<file path="config.mk">
export PLATFORM = sky130hd
export DESIGN_NAME = spi_peripheral
export DESIGN_NICKNAME = d
export VERILOG_FILES = /design/src/rtl/spi_peripheral.sv
export SDC_FILE = /design/constraint.sdc
export NUM_CORES = 1
export LEC_CHECK = 0
export CORE_MARGIN = 5
export CORE_UTILIZATION = 55
export DETAILED_ROUTE_END_ITERATION = 8
export PLACE_DENSITY = 0.76
export SYNTH_ARGS = -nofsm -noshare
export SYNTH_HDL_FRONTEND = slang
export SYNTH_SLANG_ARGS = --single-unit
</file>
<file path="constraint.sdc">
create_clock -name CLK -period 3.4 [get_ports CLK]
set_input_delay 0.51 -clock CLK [delete_from_list [all_inputs] [get_ports CLK]]
set_output_delay 0.51 -clock CLK [all_outputs]
set_load 0.05 [all_outputs]
</file>
<file path="src/rtl/spi_peripheral.sv">
// spi_peripheral: SPI mode-0 peripheral with a small register map and a
// sample FIFO readable as a byte stream.
//
// Ports:
//   CLK, RST                  system clock, synchronous active-high reset
//   CS, SCLK, MOSI            SPI inputs (asynchronous to CLK)
//   MISO                      SPI data out, MSB first
//   X_DATA, Y_DATA, Z_DATA    live axis values at 0x08/0x09/0x0A
//   FIFO_WR, FIFO_DIN         sample FIFO push strobe and data
//   FIFO_FULL, FIFO_EMPTY     registered FIFO status
//   WR_VALID, WR_ADDR, WR_DATA one-CLK pulse per register byte written
//
// Instructions: 0x0B read, 0x0A write (both followed by an address byte,
// then a data burst with auto-incrementing pointer), 0x0D FIFO stream.
`timescale 1ns/1ps

module spi_peripheral #(
   parameter int FIFO_DEPTH = 8
) (
   input  logic       CLK,
   input  logic       RST,
   input  logic       CS,
   input  logic       SCLK,
   input  logic       MOSI,
   input  logic [7:0] X_DATA,
   input  logic [7:0] Y_DATA,
   input  logic [7:0] Z_DATA,
   input  logic       FIFO_WR,
   input  logic [7:0] FIFO_DIN,
   output logic       MISO,
   output logic       FIFO_FULL,
   output logic       FIFO_EMPTY,
   output logic       WR_VALID,
   output logic [7:0] WR_ADDR,
   output logic [7:0] WR_DATA
);

   localparam int PW = $clog2(FIFO_DEPTH);
   localparam int CW = PW + 1;

   typedef enum logic [2:0] {
      ST_IDLE,
      ST_INSTR,
      ST_ADDR,
      ST_RDATA,
      ST_WDATA,
      ST_FIFO,
      ST_IGNORE
   } state_t;

   // synchronizers and edge detection
   logic cs_m, cs_s, cs_d;
   logic sclk_m, sclk_s, sclk_d;
   logic mosi_m, mosi_s;

   // protocol state
   state_t      state;
   logic [2:0]  bit_cnt;
   logic [7:0]  shift_in;
   logic [7:0]  addr_ptr;
   logic [7:0]  tx_sr;
   logic        op_write;
   logic [1:0]  settle;
   logic        armed;
   logic [7:0]  regs [16];

   // FIFO
   logic [7:0]    mem [FIFO_DEPTH];
   logic [PW-1:0] wr_ptr, rd_ptr;
   logic [CW-1:0] count, count_next;
   logic          push_ok, pop_ok, pop_req;
   logic [7:0]    fifo_head;

   logic       sclk_rise, sclk_fall, cs_fall, byte_done;
   logic [7:0] rx_byte;
   logic [7:0] rd_addr, rd_byte;

   always_ff @(posedge CLK) begin
      if (RST) begin
         cs_m   <= 1'b1;
         cs_s   <= 1'b1;
         cs_d   <= 1'b1;
         sclk_m <= 1'b0;
         sclk_s <= 1'b0;
         sclk_d <= 1'b0;
         mosi_m <= 1'b0;
         mosi_s <= 1'b0;
      end else begin
         cs_m   <= CS;
         cs_s   <= cs_m;
         cs_d   <= cs_s;
         sclk_m <= SCLK;
         sclk_s <= sclk_m;
         sclk_d <= sclk_s;
         mosi_m <= MOSI;
         mosi_s <= mosi_m;
      end
   end

   assign sclk_rise = sclk_s & ~sclk_d;
   assign sclk_fall = ~sclk_s & sclk_d;
   assign cs_fall   = cs_d & ~cs_s;
   assign byte_done = sclk_rise & (bit_cnt == 3'd7);
   assign rx_byte   = {shift_in[6:0], mosi_s};

   // Address just received is used for the first read byte; the pointer after.
   always_comb begin
      rd_addr = (state == ST_ADDR) ? rx_byte : addr_ptr;
      rd_byte = '0;
      case (rd_addr)
         8'h00:   rd_byte = 8'hAD;
         8'h08:   rd_byte = X_DATA;
         8'h09:   rd_byte = Y_DATA;
         8'h0A:   rd_byte = Z_DATA;
         default: if (rd_addr[7:4] == 4'h2) rd_byte = regs[rd_addr[3:0]];
      endcase
   end

   assign pop_req = byte_done & ~cs_s &
                    (((state == ST_INSTR) && (rx_byte == 8'h0D)) || (state == ST_FIFO));
   assign pop_ok    = pop_req && (count != '0);
   assign push_ok   = FIFO_WR && ((count != CW'(FIFO_DEPTH)) || pop_ok);
   assign fifo_head = (count != '0) ? mem[rd_ptr] : '0;

   always_comb begin
      count_next = count;
      if (push_ok && !pop_ok)
         count_next = count + CW'(1);
      else if (!push_ok && pop_ok)
         count_next = count - CW'(1);
   end

   always_ff @(posedge CLK) begin
      if (push_ok)
         mem[wr_ptr] <= FIFO_DIN;
   end

   always_ff @(posedge CLK) begin
      if (RST) begin
         wr_ptr     <= '0;
         rd_ptr     <= '0;
         count      <= '0;
         FIFO_FULL  <= 1'b0;
         FIFO_EMPTY <= 1'b1;
      end else begin
         if (push_ok) wr_ptr <= wr_ptr + PW'(1);
         if (pop_ok)  rd_ptr <= rd_ptr + PW'(1);
         count      <= count_next;
         FIFO_FULL  <= (count_next == CW'(FIFO_DEPTH));
         FIFO_EMPTY <= (count_next == '0);
      end
   end

   // After reset the CS synchronizer reads high regardless of the pin, so a
   // transaction is only accepted once CS has been genuinely seen high.
   always_ff @(posedge CLK) begin
      if (RST) begin
         state    <= ST_IDLE;
         bit_cnt  <= '0;
         shift_in <= '0;
         addr_ptr <= '0;
         tx_sr    <= '0;
         op_write <= 1'b0;
         settle   <= '0;
         armed    <= 1'b0;
         MISO     <= 1'b0;
         WR_VALID <= 1'b0;
         WR_ADDR  <= '0;
         WR_DATA  <= '0;
         for (int unsigned i = 0; i < 16; i++)
            regs[i] <= '0;
      end else begin
         WR_VALID <= 1'b0;
         if (settle != 2'd2)
            settle <= settle + 2'd1;
         else if (cs_s)
            armed <= 1'b1;

         if (cs_s) begin
            state <= ST_IDLE;
            MISO  <= 1'b0;
         end else begin
            case (state)
               ST_IDLE: begin
                  MISO <= 1'b0;
                  if (armed && cs_fall) begin
                     state   <= ST_INSTR;
                     bit_cnt <= '0;
                  end
               end
               default: begin
                  if (sclk_rise) begin
                     shift_in <= rx_byte;
                     bit_cnt  <= bit_cnt + 3'd1;
                  end
                  if (byte_done) begin
                     case (state)
                        ST_INSTR: begin
                           case (rx_byte)
                              8'h0B: begin
                                 state    <= ST_ADDR;
                                 op_write <= 1'b0;
                              end
                              8'h0A: begin
                                 state    <= ST_ADDR;
                                 op_write <= 1'b1;
                              end
                              8'h0D: begin
                                 state <= ST_FIFO;
                                 tx_sr <= fifo_head;
                              end
                              default: state <= ST_IGNORE;
                           endcase
                        end
                        ST_ADDR: begin
                           if (op_write) begin
                              state    <= ST_WDATA;
                              addr_ptr <= rx_byte;
                           end else begin
                              state    <= ST_RDATA;
                              tx_sr    <= rd_byte;
                              addr_ptr <= rx_byte + 8'd1;
                           end
                        end
                        ST_RDATA: begin
                           tx_sr    <= rd_byte;
                           addr_ptr <= addr_ptr + 8'd1;
                        end
                        ST_WDATA: begin
                           if (addr_ptr[7:4] == 4'h2)
                              regs[addr_ptr[3:0]] <= rx_byte;
                           WR_VALID <= 1'b1;
                           WR_ADDR  <= addr_ptr;
                           WR_DATA  <= rx_byte;
                           addr_ptr <= addr_ptr + 8'd1;
                        end
                        ST_FIFO: tx_sr <= fifo_head;
                        default: ;
                     endcase
                  end
                  if ((state == ST_RDATA) || (state == ST_FIFO)) begin
                     if (sclk_fall) begin
                        MISO  <= tx_sr[7];
                        tx_sr <= {tx_sr[6:0], 1'b0};
                     end
                  end else begin
                     MISO <= 1'b0;
                  end
               end
            endcase
         end
      end
   end

endmodule

</file>
* Word-level counts from Yosys, hierarchy flattened
Memory sizes are Yosys's and may differ from the RTL's. A register that Yosys moved wholly into a read port is not among the register bits.
Cells that the tools add are included.
** Storage, ports and cells
- Register bits :: 71
- Bits in writable memories :: 192
- Input port bits :: 38
- Word-level logic and storage cells :: 141
- Memories kept :: 2
** Memories
- regs :: words 16, width 8, read ports 1, clocked after Yosys merged registers in 0, wr ports 16, RTL line 65 : logic [7:0] regs [16];
- mem :: words 8, width 8, read ports 1, clocked after Yosys merged registers in 1, wr ports 1, RTL line 68 : logic [7:0] mem [FIFO_DEPTH];
** Cells by class
- $add $sub $neg :: 8
- Equal/unequal tests :: 18
- Mux-type cells :: 41
- Bitwise logic cells :: 13
- Reductions and logical operators :: 34
** Operators with widths (number)
- $mux 8 :: 10
- $pmux 8 s4 :: 2
- $eq 8x4->1 const B :: 6
- $mux 3 :: 9
- $add 8x1->8 const B :: 2
- $pmux 8 s2 :: 1
- $mux 1 :: 13
- $mux 4 :: 3
- $pmux 3 s2 :: 2
- $add 3x1->3 const B :: 3
- $eq 3x3->1 const B :: 3
- $reduce_and 3->1 :: 3
- $eq 4x2->1 const B :: 2
- $logic_not 8->1 :: 1
- $reduce_and 4->1 :: 2
- $reduce_bool 2->1 :: 4
- $reduce_or 4->1 :: 2
- $reduce_or 8->1 :: 1
- $not 1->1 :: 7
- $and 1x1->1 :: 6
- $eq 3x2->1 const B :: 2
- $logic_and 1x1->1 :: 6
- $reduce_or 2->1 :: 3
- $reduce_and 5->1 :: 1
- other kinds (15) :: 20

* Depth between registers and ports, before layout
- Word-level depth :: 13
- Mapped depth :: 11
- Gate-level depth less buffers :: 9

* Worst setup path after synthesis
No wires, ideal clock.
- Path type :: flip-flop to flip-flop
- Start :: reg shift_in[0]
- End :: mem mem[0][0] (enable)
- Setup time :: 0.395 ns
- Data arrival time :: 3.005 ns
- Required time :: 3.005 ns
- Path slack :: 0.000 ns
- Stages on the path, launching flop included :: 9
- Period minus slack after synthesis :: 3.400 ns
- Path through :: dfxtp_1 -> clkbuf_1 -> clkinv_1 -> clkbuf_1 -> ha_1 -> a41oi_1 -> nor3_1 -> o21ai_0 -> nor4_1
** Between the ends
- Longest elaborated chain between the ends :: 9
** RTL lines
- start, declared :: RTL line 59 : logic [7:0] shift_in;
- start signal, assigned :: RTL line 193 : shift_in <= rx_byte;
- $eq 8x4->1 :: RTL line 120 : (((state == ST_INSTR) && (rx_byte == 8'h0D)) || (state == ST_FIFO));
- $logic_and 1x1->1 :: RTL line 120
- $logic_or 1x1->1 :: RTL line 120
- $and 1x1->1 :: RTL line 119 : assign pop_req = byte_done & ~cs_s &
- $logic_and 1x1->1 :: RTL line 121 : assign pop_ok = pop_req && (count != '0);
- $logic_or 1x1->1 :: RTL line 122 : assign push_ok = FIFO_WR && ((count != CW'(FIFO_DEPTH)) || pop_ok);
- $logic_and 1x1->1 :: RTL line 122
- $mux 1 :: RTL line 134 : if (push_ok)
- $mux 1 (not written as such) :: RTL line 135 : mem[wr_ptr] <= FIFO_DIN;
- end, declared :: RTL line 68
No other way between the ends.

* Worst setup path after layout
- Start :: reg bit_cnt[0]
- End :: reg tx_sr[2]
** Between the ends
- Longest elaborated chain between the ends :: 5
** RTL lines
- start, declared :: RTL line 58 : logic [2:0] bit_cnt;
- start signal, assigned :: RTL line 194 : bit_cnt <= bit_cnt + 3'd1;
- $eq 3x3->1 (*) :: RTL line 103 : assign byte_done = sclk_rise & (bit_cnt == 3'd7);
- $and 1x1->1 (*) :: RTL line 103
- $mux 8 (*) :: RTL line 196 : if (byte_done) begin
- $mux 8 :: RTL line 242 : if (sclk_fall) begin
- $mux 8 (*) :: RTL line 241 : if ((state == ST_RDATA) || (state == ST_FIFO)) begin
- end signal, assigned :: RTL line 210 : tx_sr <= fifo_head;
- end signal, assigned :: RTL line 237 : ST_FIFO: tx_sr <= fifo_head;
- end signal, assigned :: RTL line 244 : tx_sr <= {tx_sr[6:0], 1'b0};
- end, declared :: RTL line 61 : logic [7:0] tx_sr;
Every way passes the cells marked *; elsewhere a longest branch is shown, timed or not.
A chain may end at the register's enable or synchronous reset.

==> reports/results.txt <==
Design Area, Final - 15,080 um2
Critical Path Source Type - register
Placed inst area - 14,020 um2
Area leader, netlist - edfxtp_1
FMAX - 322.8 MHz
# Post-CTS Setup Buffers - 0
Place WS - 358.1 ps
Hold Path Class - primary input to register
Mux contribution to synthesized area - 7.948%
Seq/Total Area, Yosys - 56.70%
Crit Path Class - register to register
Commonest cells in the netlist - 192 x edfxtp_1, 90 x nand2_1, 82 x and2_1
Adder-Cell Fraction of Synth Area - 1.527%
Yosys warning total - 0
Final period utilization - 91.13%
GRT Total Usage - 26.55%
Slew @ Worst Pin - 1138 ps
Number of I/O port buffers - 57
TNS Setup - 0 ps
CTS sink count - 266
Later-pin clock latency in the skew report - 550 ps
Area added between synthesis and finish - 17.96%
Outcome - finished, final reports clean
Setup repair after global routing missed its margin - false
Post-DRT Antenna Nets - 0
Post-DP HPWL - 24.60 mm
CTS clk-pin slew, worst paths - 60 ps
Fin. Hold Viols - 0
Num CTS Buffers - 28
Via density - 6.213
Share of cells above drive strength 1 - 13.91%
Clk_skew - 15.19 ps
Period minus WS final - 3098 ps
Total Power - 7.320 mW
Root Buffer - clkbuf_16
Unique masters post-synth - 74
Chip height - 162.5 um
Vias post-DR - 9,674
First-pass GRT wire length - 54.61 mm
N_diodes - 0
Slew headroom - 23.33%
P_leak - 5.226 nW
EDFF count, synth - 192
Register bit total from synthesis - 266
Drt initial violations - 1,046
Post-synthesis xor/xnor area fraction - 0.9593%
CP Capture Type - register
Total core area - 22,780 um2
Wire per inst - 22.42 um
PnR worst setup slack - 301.7 ps
Max-slew violation count - 0
Antenna violations before repair - 0
Main combinational cell family by area after synthesis - simple AND/OR/NAND/NOR gates
# nets final - 1,274
Main synth FF type - edfxtp_1
Worst EP required - 3840 ps
Maximum vdd ir drop - 385.4 uV
Compound-Gate Fraction of Synth Area - 11.94%
Finished Core Util - 66.20%
Area contributors post-synth - edfxtp_1 45%, dfxtp_1 12%, mux2i_1 4.1%
Cts repair resizes - 0
Largest net degree at the start of global routing - 57
H-tree depth - 1
Most frequent cell after synthesis - edfxtp_1
Post-Syn Instances - 1,143
First drt pass iteration count - 6
Final wirelength - 34.92 mm
Async set-reset flop share out of synthesis - 0%
Vias in the first global route - 9,497
TritonCTS clock tree - built
Finish-stage setup viols - 0
Mapped Area - 12,780 um2
DRC - 0
Initial core utilization - 56.12%
Gr ovfl total - 0
Max Cap Violations - 0
Critical Path Fanout Max - 9
Hold buffer count at cts - 0
FP Rows - 55
Worst EP arrival - 3540 ps
CTS max path bufs - 3
Mean Syn Cell Area - 11.18 um2
Routability cong. - 0.9689
Total die area - 26,390 um2
IO Pins - 58
Area share of the largest cell type after synthesis - 45.11%
Simple-gate share of the synthesized area - 17.11%
Net Count, Synth - 1,195
Power per cell area - 485.5 nW/um2
Die width - 162.5 um
## layout make-up
type,count,area [um2]
fill,1672,7700
sequential,266,7247
multi-input combinational,756,5066
timing repair buffer,135,1189
clock buffer,39,823.3
tap,313,391.6
clock inverter,13,230.2
inverter,35,131.4
## path summary, 6_finish.rpt
check                          start                     to  slack, ps  cells past startpoint
max reg2reg  bit_cnt[0]$_SDFFE_PP0P_  tx_sr[2]$_SDFFE_PP0P_        300                      9
min reg2reg          cs_m$_SDFF_PP1_        cs_s$_SDFF_PP1_        440                      1
max          bit_cnt[0]$_SDFFE_PP0P_  tx_sr[2]$_SDFFE_PP0P_        300                      9
min                              RST    count[2]$_SDFF_PP0_        420                      3
## state kept, by name (all words and copies together), names as in the netlist, 2 cells and up, named ones only
name      flops
state         3
shift_in      7
WR_DATA       8
rd_ptr        3
count         4
regs        128
WR_ADDR       8
tx_sr         8
bit_cnt       3
addr_ptr      8
mem          64
wr_ptr        3
settle        2
## layout by cell type (no fill, tap or decap), drive strengths merged, types with 5 or more instances in the layout
cell type and instances:
nand3b 5, a2111oi 9, mux2i 52, o21a 6
o21ai 41, clkinv 8, a31oi 11, ha 14
and2 82, bufinv 6, nand2 90, a221oi 8
inv 32, nor4 18, nor2 67, o31ai 6
mux4 18, o221ai 5, and3 5, o221a 5
clkbuf 39, o2bb2ai 5, xor2 6, xnor2 8
or2 12, a211oi 32, nor2b 13, mux2 8
a21oi 55, nand2b 13, buf 79, edfxtp 192
a22oi 6, dfxtp 74, clkdlybuf4s50 56, nand4 6
nor3 61, nand3 31, a21o 6
## kinds of logic after synthesis
kind of cell,Yosys count
compound gates,226
xor+xnor,14
fa+ha+maj,16
buf+inv,121
simple gates,422
flops,266
mux,78
## worst max-delay path: stages (launching register included)
cell	delay, ps
dfxtp_1	350
ha_1	150
ha_1	160
nand3b_1	140
buf_4	190
a21oi_1	500
o21ai_0	420
a2111oi_0	650
o31ai_1	250
o2bb2ai_1	180
## layer usage
| layer | global-route usage (%) | up-vias | part of all wire, % |
|---|---|---|---|
| met5 | 0 | - | 0 |
| met1 | 36.92 | 4599 | 41 |
| met2 | 40.74 | 561 | 44 |
| li1 | - | 4420 | - |
| met3 | 6.935 | 94 | 11 |
| met4 | 9.266 | 0 | 3.8 |
## power breakdown
group	internal [mW]	total, mW	switching [mW]
clock network	2.14	3.41	1.26
logic	0.128	0.298	0.170
registers	3.56	3.61	0.0491
total	5.84	7.32	1.48
## stage by stage
| step | hold slack (ps) | cells |
|---|---|---|
| floorplan | 389.5 | 1143 |
| global placement | 397.9 | 1505 |
| detailed placement | 399.1 | 1505 |
| CTS | 390.1 | 1557 |
| global route | 407.8 | 1557 |
| finish | 416.7 | 1557 |
Power figures use the tool's default switching activity.
